File: src/rtl/lsu_mem_ctrl.sv
// Load/store unit: word-wide memory access with sub-word read-modify-write stores.
// Define LSU_MISALIGN_EXC_EN to turn misaligned half/word accesses into errors.
module lsu_mem_ctrl #(
    parameter int unsigned MEM_BYTES = 1024
) (
    input  logic        clk,
    input  logic        rst,
    input  logic        req_valid_i,
    output logic        req_ready_o,
    input  logic        req_we_i,
    input  logic [1:0]  req_size_i,
    input  logic        req_unsigned_i,
    input  logic [31:0] req_addr_i,
    input  logic [31:0] req_wdata_i,
    output logic        resp_valid_o,
    output logic [31:0] resp_rdata_o,
    output logic        resp_err_o,
    output logic        mem_req_o,
    output logic        mem_we_o,
    output logic [31:0] mem_waddr_o,
    output logic [31:0] mem_wdata_o,
    output logic [31:0] mem_raddr_o,
    input  logic [31:0] mem_rdata_i
);

    // state  | meaning
    // IDLE   | ready for a request; response pulse of the previous op
    // LOAD   | read word, extract lane, register result
    // RMW_RD | read word, merge store lane into merge register
    // STORE  | single-cycle memory write
    // ERR    | no memory activity, error response next cycle
    typedef enum logic [2:0] {
        S_IDLE,
        S_LOAD,
        S_RMW_RD,
        S_STORE,
        S_ERR
    } state_t;

    localparam logic [1:0] SZ_BYTE = 2'b00;
    localparam logic [1:0] SZ_HALF = 2'b01;
    localparam logic [1:0] SZ_WORD = 2'b10;
    localparam logic [1:0] SZ_RSVD = 2'b11;

    state_t      state_q, state_d;
    logic        we_q;
    logic [1:0]  size_q;
    logic        uns_q;
    logic [31:0] addr_q;
    logic [31:0] wdata_q;
    logic [31:0] merge_q;

    logic        resp_valid_q;
    logic [31:0] resp_rdata_q;
    logic        resp_err_q;

    logic        accept;
    logic        misalign;
    logic        req_err;
    logic [31:0] word_addr;
    logic [7:0]  lane_b;
    logic [15:0] lane_h;
    logic [31:0] load_val;
    logic [31:0] merge_val;

    assign req_ready_o  = (state_q == S_IDLE) && !rst;
    assign accept       = req_valid_i && req_ready_o;
    assign word_addr    = {addr_q[31:2], 2'b00};
    assign resp_valid_o = resp_valid_q;
    assign resp_rdata_o = resp_rdata_q;
    assign resp_err_o   = resp_err_q;

    always_comb begin
        misalign = 1'b0;
`ifdef LSU_MISALIGN_EXC_EN
        misalign = ((req_size_i == SZ_HALF) && req_addr_i[0]) ||
                   ((req_size_i == SZ_WORD) && (req_addr_i[1:0] != 2'b00));
`endif
        req_err = (req_size_i == SZ_RSVD) || (req_addr_i >= 32'(MEM_BYTES)) || misalign;
    end

    // Lane extraction; with misalignment allowed the ignored low bits simply drop out.
    always_comb begin
        case (addr_q[1:0])
            2'b00:   lane_b = mem_rdata_i[7:0];
            2'b01:   lane_b = mem_rdata_i[15:8];
            2'b10:   lane_b = mem_rdata_i[23:16];
            default: lane_b = mem_rdata_i[31:24];
        endcase
        lane_h = addr_q[1] ? mem_rdata_i[31:16] : mem_rdata_i[15:0];
        case (size_q)
            SZ_BYTE: load_val = uns_q ? {24'b0, lane_b} : {{24{lane_b[7]}}, lane_b};
            SZ_HALF: load_val = uns_q ? {16'b0, lane_h} : {{16{lane_h[15]}}, lane_h};
            default: load_val = mem_rdata_i;
        endcase
    end

    always_comb begin
        merge_val = mem_rdata_i;
        if (size_q == SZ_BYTE) begin
            case (addr_q[1:0])
                2'b00:   merge_val[7:0]   = wdata_q[7:0];
                2'b01:   merge_val[15:8]  = wdata_q[7:0];
                2'b10:   merge_val[23:16] = wdata_q[7:0];
                default: merge_val[31:24] = wdata_q[7:0];
            endcase
        end else if (addr_q[1]) begin
            merge_val[31:16] = wdata_q[15:0];
        end else begin
            merge_val[15:0] = wdata_q[15:0];
        end
    end

    always_comb begin
        state_d     = state_q;
        mem_req_o   = 1'b0;
        mem_we_o    = 1'b0;
        mem_waddr_o = 32'b0;
        mem_wdata_o = 32'b0;
        mem_raddr_o = 32'b0;
        case (state_q)
            S_IDLE: begin
                if (accept) begin
                    if (req_err)                   state_d = S_ERR;
                    else if (!req_we_i)            state_d = S_LOAD;
                    else if (req_size_i == SZ_WORD) state_d = S_STORE;
                    else                           state_d = S_RMW_RD;
                end
            end
            S_LOAD: begin
                mem_raddr_o = word_addr;
                state_d     = S_IDLE;
            end
            S_RMW_RD: begin
                mem_raddr_o = word_addr;
                state_d     = S_STORE;
            end
            S_STORE: begin
                // Gated by rst so an abandoned store never reaches memory.
                mem_req_o   = !rst;
                mem_we_o    = !rst;
                mem_waddr_o = word_addr;
                mem_wdata_o = (size_q == SZ_WORD) ? wdata_q : merge_q;
                mem_raddr_o = word_addr;
                state_d     = S_IDLE;
            end
            S_ERR: begin
                mem_raddr_o = word_addr;
                state_d     = S_IDLE;
            end
            default: state_d = S_IDLE;
        endcase
    end

    always_ff @(posedge clk) begin
        if (rst) begin
            state_q      <= S_IDLE;
            we_q         <= 1'b0;
            size_q       <= 2'b00;
            uns_q        <= 1'b0;
            addr_q       <= 32'b0;
            wdata_q      <= 32'b0;
            merge_q      <= 32'b0;
            resp_valid_q <= 1'b0;
            resp_rdata_q <= 32'b0;
            resp_err_q   <= 1'b0;
        end else begin
            state_q      <= state_d;
            resp_valid_q <= 1'b0;
            if (accept) begin
                we_q    <= req_we_i;
                size_q  <= req_size_i;
                uns_q   <= req_unsigned_i;
                addr_q  <= req_addr_i;
                wdata_q <= req_wdata_i;
            end
            case (state_q)
                S_LOAD: begin
                    resp_valid_q <= 1'b1;
                    resp_rdata_q <= load_val;
                    resp_err_q   <= 1'b0;
                end
                S_RMW_RD: merge_q <= merge_val;
                S_STORE: begin
                    resp_valid_q <= 1'b1;
                    resp_rdata_q <= 32'b0;
                    resp_err_q   <= 1'b0;
                end
                S_ERR: begin
                    resp_valid_q <= 1'b1;
                    resp_rdata_q <= 32'b0;
                    resp_err_q   <= 1'b1;
                end
                default: ;
            endcase
        end
    end

    // we_q is kept for debug visibility of the in-flight request.
    logic unused_we;
    assign unused_we = we_q;

endmodule

File: config.mk
export PLATFORM = sky130hd
export DESIGN_NAME = lsu_mem_ctrl
export DESIGN_NICKNAME = d
export VERILOG_FILES = /design/src/rtl/lsu_mem_ctrl.sv
export SDC_FILE = /design/constraint.sdc
export NUM_CORES = 1
export LEC_CHECK = 0
export BUFFER_PORTS_ARGS = -buffer_cell sky130_fd_sc_hd__clkbuf_2
export CELL_PAD_IN_SITES_DETAIL_PLACEMENT = 0
export CELL_PAD_IN_SITES_GLOBAL_PLACEMENT = 1
export CORE_ASPECT_RATIO = 0.5
export CORE_MARGIN = 2
export CORE_UTILIZATION = 38
export DETAILED_ROUTE_END_ITERATION = 12
export GPL_ROUTABILITY_DRIVEN = 0
export PLACE_DENSITY = 0.9
export SLEW_MARGIN = 5
export SYNTH_ARGS = -nofsm -noshare
export SYNTH_HDL_FRONTEND = slang
export SYNTH_SLANG_ARGS = --single-unit
File: constraint.sdc
create_clock -name clk -period 4.9 [get_ports clk]
set_input_delay 0.245 -clock clk [delete_from_list [all_inputs] [get_ports clk]]
set_output_delay 0.245 -clock clk [all_outputs]
set_load 0.02 [all_outputs]
### Yosys cells after proc, flatten, opt, wreduce, memory -nomap -nowiden

Cells that the tools add are included.

| word-level totals | value |
|---|---|
| input port bits | 103 |
| bits in registers | 136 |
| logic and storage cells | 60 |
| output and inout port bits | 133 |

| operators by class | value |
|---|---|
| magnitude comparators | 1 |
| reductions and logical operators | 14 |
| equal/unequal tests | 11 |
| muxes and demuxes | 25 |

Operators with widths:

| kind | count |
|---|---|
| 2-to-1 mux 32 bit | 7 |
| case mux 32 bit (2 select lines) | 2 |
| 2-to-1 mux 16 bit | 3 |
| >= comparator 32 x 11 -> 1 bit, second input constant | 1 |
| 2-to-1 mux 8 bit | 4 |
| case mux 8 bit (3 select lines) | 1 |
| == test 2 bit, second input constant | 4 |
| == test 3 x 2 -> 1 bit, second input constant | 2 |
| 2-to-1 mux 3 bit | 2 |
| case mux 3 bit (2 select lines) | 1 |
| OR reduction 3 bit | 2 |
| == test 2 x 1 -> 1 bit, second input constant | 2 |
| logical NOT 2 bit | 2 |
| nonzero test 2 bit | 2 |
| OR reduction 2 bit | 2 |
| OR reduction 4 bit | 1 |
| == test 3 x 1 -> 1 bit, second input constant | 1 |
| == test 3 bit, second input constant | 1 |
| logical NOT 3 bit | 1 |
| 2-to-1 mux 1 bit | 3 |
| logical AND 1 bit | 2 |
| 2-to-1 mux 2 bit | 1 |
| inequality test 2 bit, second input constant | 1 |
| case mux 1 bit (2 select lines) | 1 |
| other kinds (2) | 2 |

### Longest topological paths before layout

| depth | value |
|---|---|
| word-level depth | 6 |
| depth in mapped cells | 8 |

### Worst setup path before layout

No wires, ideal clock.

| timing | value |
|---|---|
| path type | register to register |
| start point | reg state_q[2] |
| end point | reg addr_q[10] |
| setup time | 0.132 ns |
| path slack | 2.759 ns |
| cell stages (with the launch flop) | 7 |
| period minus slack after synthesis | 2.141 ns |
| data arrival time | 2.009 ns |
| cell sequence | dfxtp_1 nor4_1 nand2_1 clkbuf_1 clkbuf_1 nand2_1 a21oi_1 |

| on the way | value |
|---|---|
| word-level cells in the longest chain between the ends | 3 |

RTL lines:

| item | RTL line | RTL |
|---|---|---|
| start, declared | 45 | `state_t state_q, state_d;` |
| start signal, assigned | 168 | `state_q <= state_d;` |
| logical NOT 3 bit | 66 | `assign req_ready_o = (state_q == S_IDLE) && !rst;` |
| logical AND 1 bit | 66 |  |
| net req_ready_o | 9 | `output logic req_ready_o,` |
| logical AND 1 bit | 67 | `assign accept = req_valid_i && req_ready_o;` |
| end signal, assigned | 174 | `addr_q <= req_addr_i;` |
| end, declared | 49 | `logic [31:0] addr_q;` |

The timed path passes the listed nets, and every way through them passes these cells.
A chain may end at the register's enable or synchronous reset.

### Final worst setup path

| timing | value |
|---|---|
| start point | reg size_q[1] |
| end point | out mem_wdata_o[5] |

| on the way | value |
|---|---|
| word-level cells in the longest chain between the ends | 3 |

RTL lines:

| item | RTL line | RTL |
|---|---|---|
| start, declared | 47 | `logic [1:0] size_q;` |
| start signal, assigned | 172 | `size_q <= req_size_i;` |
| == test 2 bit | 143 | `mem_wdata_o = (size_q == SZ_WORD) ? wdata_q : merge_q;` |
| 2-to-1 mux 32 bit | 143 |  |
| 2-to-1 mux 32 bit | 121 | `case (state_q)` |
| end, declared | 21 | `output logic [31:0] mem_wdata_o,` |

Every way passes these cells.

==> metrics.txt <==
met3 Use GR=0.0502; final setup vio count=0; final wirelength=22500 um; most common library cell in the layout ignoring fill and taps=nand2_1; drc violations=0; IO Port Bufs=231; register area share after synthesis=0.411; Mapped Cells=847; Detailed Route Iter0 Violations=594; largest family of logic cells by synthesized area=simple AND/OR/NAND/NOR gates; Worst-path clk slew=60 ps; Final Cycle Share=0.598; fillers=1714; wire per inst=17.6 um; xor/xnor cell area share of the yosys netlist=0; n_diodes=0; Pwr per Cell Area=325 mW/mm2; Post-Synth Adder-Cell Area=0; Max Freq=0.341 GHz; Worst slew margin=0.155; cell taking the most area after synthesis=dfxtp_1; post-synthesis mux area share=0.0531; post-synth cell types=47; Hold Path Origin=req_addr_i[1]; R2R Path Start=size_q[1]$_SDFFE_PP0P_; max cap viols=0; asr flop ratio synth=0; CP Capture Type=output pin; R2R Path End=merge_q[6]$_SDFFE_PP0P_; Die Ht=97.3 um; Site Rows=34; Hold-fix buffers, CTS=0; cell depth of the worst flop-to-flop path=4; later-pin clock latency in the skew report=420 ps; Crit path arrival time=2690 ps; Area contributors post-synth=dfxtp_1 (41%), nand2_1 (13%), a21oi_1 (10%), nor2b_1 (3.9%), clkbuf_1 (3.1%); Post CTS Setup Buffer Count=0; DP HPWL=15900 um; Yosys top cell area share=0.411; largest net degree at the start of global routing=50; post-synthesis compound-gate area fraction=0.226; H-tree Lvls=4; Hold Crit Endpoint=addr_q[1]$_SDFFE_PP0P_; CTS Sinks=136; vias in the first global route=6509; final core occ=0.490; synthesized cell area=0.00662 mm2; skew final=9.66 ps; clk buf depth=2; Avg Vias per Cell=5.44; EDFF count, synth=0; setup_tns=0 ps; status=finished clean; post-route cell area=0.00844 mm2; Pleak=3.75 nW; CP required=4660 ps; Crit Path Category=register to output pin; core footprint=0.0172 mm2; GRT met2 Usage=0.368; initial antenna violation count=0; fin crit period=2930 ps; HP Class=input port to register; Hold Fails Final Rpt=0; worst hold stages=3; root buf cell=clkbuf_16; Synthesis Warnings=0; RSZ-0062 raised after global routing=false; first-pass GRT wire length=35100 um; area of the multi-input gates=0.00354 mm2; worst-margin pin slew=1260 ps; Syn Area/Cell=7.81 um2; most frequent cells in the layout=nand2_1 (234), clkbuf_2 (230), a21oi_1 (137); Global Route met1 Usage=0.341; Vias=6960; Startpoint Class=register; grt ovf=0; cts bufs inserted=17; CTS tree=built; register area=0.00272 mm2; DR pass1 iterations=5; I/O pin count=236; Die Width=191 um; Max Slew Vio Count=0; Hold Slack=42.1 ps; Area Overhead vs Synth=27.5%; Post-Synth Simple-Gate Area=0.251; reg-to-reg setup timing slack=2220 ps; VDD IR max=241 uV; CP max FO=31; Cell Area, Placed=0.00783 mm2; Primary FF master, synth=dfxtp_1; die area=0.0186 mm2; gr usage total=0.240; DRT antenna net count=0; gr busiest metal=met2; register bit total from synthesis=136; Initial Util=0.384; final net count=1135; post-CTS resize count=0; share of post-route cells with drive strength above 1=0.293
[layout make-up]
cell class | count | share of cell area
Inverter | 8 | 0.00356
Timing Repair Buffer | 242 | 0.147
Clock inverter | 14 | 0.0205
Multi-Input combinational cell | 627 | 0.420
Tap cell | 234 | 0.0347
Clock buffer | 18 | 0.0520
Sequential cell | 136 | 0.323
[registers in the layout (all words and copies together) (netlist names)]
register / flops
state_q: 3
resp_rdata_o: 32
size_q: 2
resp_err_o: 1
merge_q: 32
resp_valid_o: 1
uns_q: 1
wdata_q: 32
addr_q: 32
[layer usage]
layer  routed length (um)  vias up
met4                  321        0
met2                10200      291
met5                    0        -
met1                10200     3325
li1                     -     3317
met3                 1830       27
[stage by stage]
step | setup slack, ps | std cells | power, W
5_1_grt | 1810 | 1279 | 0.00283
3_5_place_dp | 2290 | 1247 | 0.00143
4_1_cts | 1950 | 1279 | 0.00275
6_report | 1970 | 1279 | 0.00274
3_3_place_gp | 2350 | 1247 | 0.00142
2_1_floorplan | 2760 | 850 | 0.00133
[cells in the mapped netlist (9+ instances only)]
library cell	instances
nor2_1	13
clkbuf_1	54
buf_2	12
dfxtp_1	136
mux2i_1	16
and3_1	30
o21ai_0	27
a21oi_1	137
buf_4	9
nor2b_1	41
o221ai_1	11
a221o_2	10
nand2_1	235
o211a_1	9
[worst max-delay path by stage]
stage          depth (start not counted)  slack (ps)                     from                        to
6_report                               5        1970   size_q[1]$_SDFFE_PP0P_            mem_wdata_o[5]
2_1_floorplan                          6        2760  state_q[2]$_SDFFE_PP0P_   addr_q[10]$_SDFFE_PP0P_
3_5_place_dp                           6        2290                      rst  wdata_q[28]$_SDFFE_PP0P_
4_1_cts                                4        1950  state_q[1]$_SDFFE_PP0P_           mem_wdata_o[14]
3_3_place_gp                           4        2350   size_q[1]$_SDFFE_PP0P_   merge_q[5]$_SDFFE_PP0P_
5_1_grt                                4        1810  state_q[1]$_SDFFE_PP0P_           mem_wdata_o[14]
[power by group]
part,switching (W),internal [W],leakage (nW),total [W]
clock network,0.000519,0.000816,0.285,0.00134
logic,0.000150,0.0000939,2.36,0.000244
registers,0.0000321,0.00113,1.10,0.00116
[critical path, cell delays in order, from the launching register on]
cell	delay (ps)
dfxtp_1	990
nor2b_2	320
buf_4	360
nand2_1	100
a21oi_1	240
clkbuf_2	240
[kinds of logic after synthesis]
kind of cell / count (synthesis)
other: 1
AND/OR/NAND/NOR: 360
flip-flops: 136
buffers and inverters: 87
multiplexers: 25
AO/OA/AOI/OAI: 238
No activity file was read; power rests on OpenSTA's default activity.
